--- config.mk ---
export PLATFORM = sky130hd
export DESIGN_NAME = ct_spsram_param_init
export DESIGN_NICKNAME = d
export VERILOG_FILES = /design/src/rtl/ct_spsram_param_init.sv
export SDC_FILE = /design/constraint.sdc
export NUM_CORES = 2
export LEC_CHECK = 0
export BUFFER_PORTS_ARGS = -buffer_cell sky130_fd_sc_hd__buf_2
export CORE_MARGIN = 5
export CORE_UTILIZATION = 35
export DETAILED_ROUTE_END_ITERATION = 8
export PLACE_DENSITY_LB_ADDON = 0.2
export SLEW_MARGIN = 15
export SYNTH_ARGS = -nofsm -noshare
export SYNTH_HDL_FRONTEND = slang
export SYNTH_SLANG_ARGS = --single-unit
--- constraint.sdc ---
create_clock -name CLK -period 9.44 [get_ports CLK]
set_clock_uncertainty 0.2 [all_clocks]
set_input_delay 0.944 -clock CLK [delete_from_list [all_inputs] [get_ports CLK]]
set_output_delay 0.944 -clock CLK [all_outputs]
set_load 0.02 [all_outputs]
--- src/rtl/ct_spsram_param_init.sv ---
// Single-port SRAM with per-lane write enables and a power-up sweep.
// Accesses are ignored until every word has been written with INIT_VALUE.
module ct_spsram_param_init #(
  parameter int                    ADDR_WIDTH = 8,
  parameter int                    DATA_WIDTH = 7,
  parameter int                    WE_WIDTH   = 7,
  parameter int                    OUT_REG    = 0,
  parameter logic [DATA_WIDTH-1:0] INIT_VALUE = '0
) (
  input  logic                  CLK,
  input  logic                  RST,
  input  logic [ADDR_WIDTH-1:0] A,
  input  logic                  CEN,
  input  logic                  GWEN,
  input  logic [WE_WIDTH-1:0]   WEN,
  input  logic [DATA_WIDTH-1:0] D,
  output logic [DATA_WIDTH-1:0] Q,
  output logic                  QVLD,
  output logic                  INIT_BUSY
);

  localparam int DEPTH  = 1 << ADDR_WIDTH;
  localparam int LANE_W = DATA_WIDTH / WE_WIDTH;
  localparam logic [ADDR_WIDTH:0] LAST =
    (ADDR_WIDTH+1)'(DEPTH - 1);

  typedef enum logic {
    S_INIT,
    S_READY
  } state_e;

  state_e                state_q;
  state_e                state_d;
  logic [ADDR_WIDTH:0]   cnt_q;
  logic [ADDR_WIDTH:0]   cnt_d;

  logic                  mem_we;
  logic [WE_WIDTH-1:0]   mem_lane_we;
  logic [ADDR_WIDTH-1:0] mem_addr;
  logic [DATA_WIDTH-1:0] mem_wdata;
  logic                  rd_req;

  logic [DATA_WIDTH-1:0] mem_q [DEPTH];

  logic [DATA_WIDTH-1:0] rd_data_q;
  logic [DATA_WIDTH-1:0] rd_data_d;
  logic                  rd_vld_q;
  logic                  rd_vld_d;

  always_ff @(posedge CLK) begin
    if (RST) begin
      state_q <= S_INIT;
      cnt_q   <= '0;
    end else begin
      state_q <= state_d;
      cnt_q   <= cnt_d;
    end
  end

  always_comb begin
    state_d = state_q;
    cnt_d   = cnt_q;
    unique case (state_q)
      S_INIT: begin
        cnt_d = cnt_q + 1'b1;
        if (cnt_q == LAST) begin
          state_d = S_READY;
        end
      end
      S_READY: begin
        cnt_d = '0;
      end
      default: begin
        state_d = S_INIT;
        cnt_d   = '0;
      end
    endcase
  end

  always_comb begin
    INIT_BUSY   = 1'b0;
    mem_we      = 1'b0;
    mem_lane_we = '0;
    mem_addr    = A;
    mem_wdata   = D;
    rd_req      = 1'b0;
    unique case (state_q)
      S_INIT: begin
        INIT_BUSY   = 1'b1;
        mem_we      = 1'b1;
        mem_lane_we = '1;
        mem_addr    = cnt_q[ADDR_WIDTH-1:0];
        mem_wdata   = INIT_VALUE;
      end
      S_READY: begin
        mem_we      = !CEN && !GWEN;
        mem_lane_we = ~WEN;
        rd_req      = !CEN && GWEN;
      end
      default: begin
        INIT_BUSY = 1'b1;
      end
    endcase
  end

  // array has no reset; only the sweep defines its contents
  always_ff @(posedge CLK) begin
    if (mem_we) begin
      for (int k = 0; k < WE_WIDTH; k++) begin
        if (mem_lane_we[k]) begin
          mem_q[mem_addr][k*LANE_W +: LANE_W] <=
            mem_wdata[k*LANE_W +: LANE_W];
        end
      end
    end
  end

  always_comb begin
    rd_vld_d  = rd_req;
    rd_data_d = rd_data_q;
    if (rd_req) begin
      rd_data_d = mem_q[A];
    end
  end

  always_ff @(posedge CLK) begin
    if (RST) begin
      rd_vld_q  <= 1'b0;
      rd_data_q <= '0;
    end else begin
      rd_vld_q  <= rd_vld_d;
      rd_data_q <= rd_data_d;
    end
  end

  if (OUT_REG != 0) begin : g_oreg
    logic [DATA_WIDTH-1:0] q_q;
    logic [DATA_WIDTH-1:0] q_d;
    logic                  qvld_q;
    logic                  qvld_d;

    always_comb begin
      qvld_d = rd_vld_q;
      q_d    = q_q;
      if (rd_vld_q) begin
        q_d = rd_data_q;
      end
    end

    always_ff @(posedge CLK) begin
      if (RST) begin
        qvld_q <= 1'b0;
        q_q    <= '0;
      end else begin
        qvld_q <= qvld_d;
        q_q    <= q_d;
      end
    end

    assign Q    = q_q;
    assign QVLD = qvld_q;
  end else begin : g_noreg
    assign Q    = rd_data_q;
    assign QVLD = rd_vld_q;
  end

endmodule

## Yosys cells after proc, flatten, opt, wreduce, memory -nomap -nowiden

Memories as Yosys holds them, arrays and structs flattened. A register that Yosys moved wholly into a read port is not among the register bits.
Cells that the tools add are included.

| word-level totals | value |
|---|---|
| bits in registers | 11 |
| RAM bits | 1,792 |
| input bits | 26 |
| output and inout bits | 9 |
| word-level logic and storage cells | 42 |
| memories kept | 1 |

Memories:

| name | words | bits a word | rd ports | clocked after Yosys merged registers in | wr ports | RTL line | text |
|---|---|---|---|---|---|---|---|
| mem_q | 256 | 7 | 1 | 1 | 1 | 43 | `logic [DATA_WIDTH-1:0] mem_q [DEPTH];` |

| operators by class | value |
|---|---|
| add/sub/neg operators | 1 |
| equal/unequal tests | 1 |
| muxes and demuxes | 30 |
| bitwise gates (word level) | 2 |
| reductions and logical operators | 4 |

Operators by type and width:

| cell | number |
|---|---|
| $mux 1 | 25 |
| $pmux 9 s2 | 1 |
| $pmux 7 s2 | 1 |
| $add 9x1->9 const B | 1 |
| $eq 9x8->1 const B | 1 |
| $mux 8 | 1 |
| $mux 7 | 1 |
| $not 7->7 | 1 |
| $logic_and 1x1->1 | 2 |
| $logic_not 1->1 | 2 |
| $pmux 1 s2 | 1 |
| $not 1->1 | 1 |

## Longest topological paths before layout

| logic depth | value |
|---|---|
| word-level depth | 5 |
| gate-level depth with buffers | 13 |
| mapped depth without buffers | 6 |

## Worst setup path after synthesis

Ideal clock, no wire load.

| timing path | value |
|---|---|
| path kind | register to register |
| start point | register state_q |
| end point | memory mem_q[0][5], data pin |
| library setup time | 0.869 ns |
| arrival | 4.468 ns |
| data required time | 8.371 ns |
| slack | 3.903 ns |
| stages on the path, launching flop included | 5 |
| buffers on the path | 3 |
| clock period less this slack | 5.537 ns |
| cells stage by stage | dfxtp_1 > clkbuf_1 > clkbuf_1 > clkbuf_1 > and2_1 |

| on the way | value |
|---|---|
| longest elaborated chain between the ends | 1 |

RTL lines:

| element | RTL line | text |
|---|---|---|
| start: declaration | 32 | `state_e state_q;` |
| start signal: assignment | 55 | `state_q <= state_d;` |
| $mux 7 | 87 | `unique case (state_q)` |
| named net mem_wdata[5] | 40 | `logic [DATA_WIDTH-1:0] mem_wdata;` |
| end: declaration | 43 |  |

The timed path passes the listed nets, and every way through them passes these cells.

==> results.rst <==
.. list-table::
   :header-rows: 1

   * - Metric
     - Value
   * - Outcome
     - finished, final reports clean
   * - Overall Global Routing Usage
     - 20.0%
   * - Detailed-router iteration count before antenna repair
     - 5
   * - Crit path kind
     - input pin to register
   * - Final setup TNS
     - 0 ns
   * - Final weighted congestion of routability-driven global placement
     - between 0.7 and 0.8
   * - Via count
     - 47200
   * - CTS Buf Count
     - 192
   * - Buffers and inverters on the worst path
     - 3
   * - Ys Warns
     - 0
   * - Max rail drop VDD
     - about 0.18 mV
   * - Critical path's largest stage delay
     - 0.95 ns
   * - Fmax
     - a little over 200 MHz
   * - Global-route wire length before repair
     - 343000 µm
   * - CTS clk-pin slew, worst paths
     - 0.06 ns
   * - Antenna-violating nets left
     - 0
   * - Number of global-route vias before repair
     - 46600
   * - Synth Net Count
     - 5591
   * - Die outline width
     - 484 µm
   * - Area added between synthesis and finish
     - 10.9%
   * - Clock Sinks
     - roughly 1800
   * - Final number of max-transition violations
     - 0
   * - Prevailing post-synth register cell
     - edfxtp_1
   * - Mapped Avg Cell Area
     - 14.1 µm²
   * - Yosys top cell by area
     - edfxtp_1
   * - Post-synth cell types
     - 69
   * - Most area-consuming cells after synthesis
     - edfxtp_1 68%, mux4_2 9.6%, nor2_1 8.8%, mux2i_1 2.2%, mux2_2 1.6%
   * - DP HPWL
     - 137000 µm
   * - Antenna violations before repair
     - 17
   * - Crit share post-route
     - 52.6%
   * - Leakage dissipation
     - between 0.02 and 0.03 µW
   * - Fill cell count
     - 21300
   * - Number of buffers on the longest clock path
     - 3
   * - Startpoint type of the worst setup path
     - input pin
   * - Top-count cell post-synth
     - nor2_1
   * - Post-CTS Setup Repair Bufs
     - 0
   * - Netlist Area Pre-Place
     - 0.0787 mm²
   * - Cell count after synthesis
     - 5563
   * - Share of Yosys cell area claimed by the top area cell type
     - 68.4%
   * - Die ar.
     - between 0.2 and 0.25 mm²
   * - Sequential area share after synthesis
     - 68.9%
   * - Clk root buf
     - clkbuf_16
   * - Number of synthesized register bits
     - approximately 1800
   * - Data required time of the worst path
     - 9.94 ns
   * - Critical path capture point type
     - register
   * - Crit-path max FO
     - 93
   * - Most numerous cell types in the synthesized netlist
     - 1854 x nor2_1, 1792 x edfxtp_1, 337 x mux4_2, 283 x clkbuf_1, 228 x nand2_1
   * - Count of pins on the block boundary
     - 35
   * - Drt total wl
     - 240000 µm
   * - Slowest stage cell on the critical path
     - nor4b_1
   * - Fraction of registers with async set/reset
     - 0%
   * - Clock period minus final worst setup slack
     - 4.97 ns
   * - Core box area
     - 0.224 mm²
   * - RSZ-0062 raised after global routing
     - false
   * - Cell family contributing the most delay on the critical path
     - buffers and inverters
   * - Number of enable flip-flop cells after synthesis
     - 1792
   * - Arrival time reported for the critical path endpoint
     - ~5.5 ns
   * - Maximum number of pins on one net before global-route repair
     - around 230
   * - Pwr dens
     - ~190 mW/mm²
   * - Insertion delay to the later sink of the worst-skew pair
     - 0.83 ns
   * - Fraction of final layout cells with drive strength greater than 1
     - between 10% and 20%
   * - Number of placement rows
     - 174
   * - CTS H-tree depth
     - 4
   * - CTS tree
     - yes
   * - Worst-margin pin slew
     - about 1.3 ns
   * - CP Cell Sequence
     - buf_8, buf_12, buf_4, mux2i_1, o22ai_1, nor4b_1, a21oi_1, a41oi_1, o21ai_1
   * - Count of routing violations after the opening detailed-route iteration
     - about 5600
   * - Number of max-capacitance violations reported
     - 0
   * - Final hold violation count
     - 0
   * - Setup WS post-layout
     - 4.47 ns
   * - Hold_buf cts
     - 0
   * - Final setup fails
     - 0
   * - Effective utilization at floorplan
     - 35.1%
   * - Total Nets Final
     - 5420
   * - Class of the tightest hold or removal check
     - input pin to register
   * - Die Span Y
     - ~480 µm
   * - WL per Instance
     - 28.0 µm
   * - Minimum hold slack
     - 0.115 ns
   * - DR vias/cell
     - 5.52
   * - IO buf count
     - 34
   * - DRC errors left
     - 0
   * - GRT Residual Overflow
     - 0
   * - Worst slack, placed
     - 3.84 ns
   * - # resized after CTS
     - 0
   * - Worst slew margin relative to its limit
     - 14.6%
-- state kept, by name, indices dropped and copies added, names as in the netlist --
register	count
mem_q	1792
cnt_q	9
Q	7
QVLD	1
state_q	1
-- worst register-to-register path: cells and delay by family, from the launching register on --
family / cells / cell delay [ns]
and+or+nand+nor: 1 / 0.85
DFF: 1 / 0.32
buffers and inverters: 3 / 2.21
-- worst paths after layout --
path                            slack, ns       endpoint  cells past startpoint      from
worst max register to register       5.40  mem_q[161][3]                      4   state_q
worst min register to register       0.33       cnt_q[0]                      1  cnt_q[0]
worst min-delay path                 0.12           QVLD                      2       CEN
worst max-delay path                 4.47           Q[6]                      9      A[1]
-- layout make-up --
class	count	area (µm²)	share of cell area, %
clock inverters	106	751	0.860
diodes	6	15.0	0.0172
flip-flops and latches	1810	54200	62.1
well taps	2992	3740	4.29
inverters	9	41.3	0.0473
clock buffers	248	5100	5.84
repair buffers	137	1030	1.18
multi-input cells	3242	22400	25.7
-- metal layers --
metal  wire length [µm]  vias to the layer above  part of all wire [%]  GRT usage (%)
met1             104000                    25300                    44           28.3
met3              16400                      321                   6.8           3.59
met4               6730                        2                   2.8           5.70
li1                   -                    20100                     -              -
met5                 13                        -                0.0054              0
met2             112000                     1587                    47           31.6
-- placed cells by master, fill, tap and decap left out, drive strengths merged, types with 4 or more instances in the layout --
cell     instances
a2111oi         24
a211oi          12
a21oi           42
a221oi          12
a22o             6
a22oi           39
a31oi            7
a41oi            6
and2            42
buf            135
bufinv           7
clkbuf         249
clkinv          92
dfxtp           18
diode            6
edfxtp        1792
inv             14
mux2           112
mux2i          172
mux4           340
nand2          229
nand2b           7
nand3           52
nand3b           4
nand4           13
nor2          1858
nor2b           12
nor3             9
nor4b            6
o2111a           7
o2111ai         21
o21a             8
o21ai           60
o21bai           6
o221ai          28
o22a             5
o22ai           48
o31ai           10
or3             10
-- cells by family (layout without fill, tap and decap cells) --
family | count (synthesis) | count (layout) | synth area share (%)
and+or+nand+nor | 2261 | 2261 | 11.3
DFF | 1810 | 1810 | 68.9
muxes | 624 | 624 | 13.5
buffers and inverters | 511 | 500 | 3.06
AOI/OAI and AO/OA | 349 | 349 | 3.13
xor gates and xnor gates | 6 | 6 | 0.0668
adders and majority gates | 2 | 2 | 0.0318
other | 0 | 6 | 0
-- per-stage QoR --
| stage | power [µW] | area, µm² | util, % | std cells |
|---|---|---|---|---|
| final | 16700 | 87300 | 38.9 | 8550 |
| after detailed placement | 9660 | 81400 | 36.3 | 8190 |
| after CTS | 16800 | 87200 | 38.9 | 8544 |
| after global placement | 9660 | 81300 | 36.3 | 8188 |
| after global routing | 17200 | 87200 | 38.9 | 8548 |
| after floorplan | 9350 | 78700 | - | 5563 |
-- report_power, final --
group          switching (µW)  total (µW)  internal, µW
Clock                    3200        7190          3990
Sequential               4.55        8710          8710
Combinational             530         773           243
Total                    3740       16700         12900
Power figures use the tool's default switching activity.
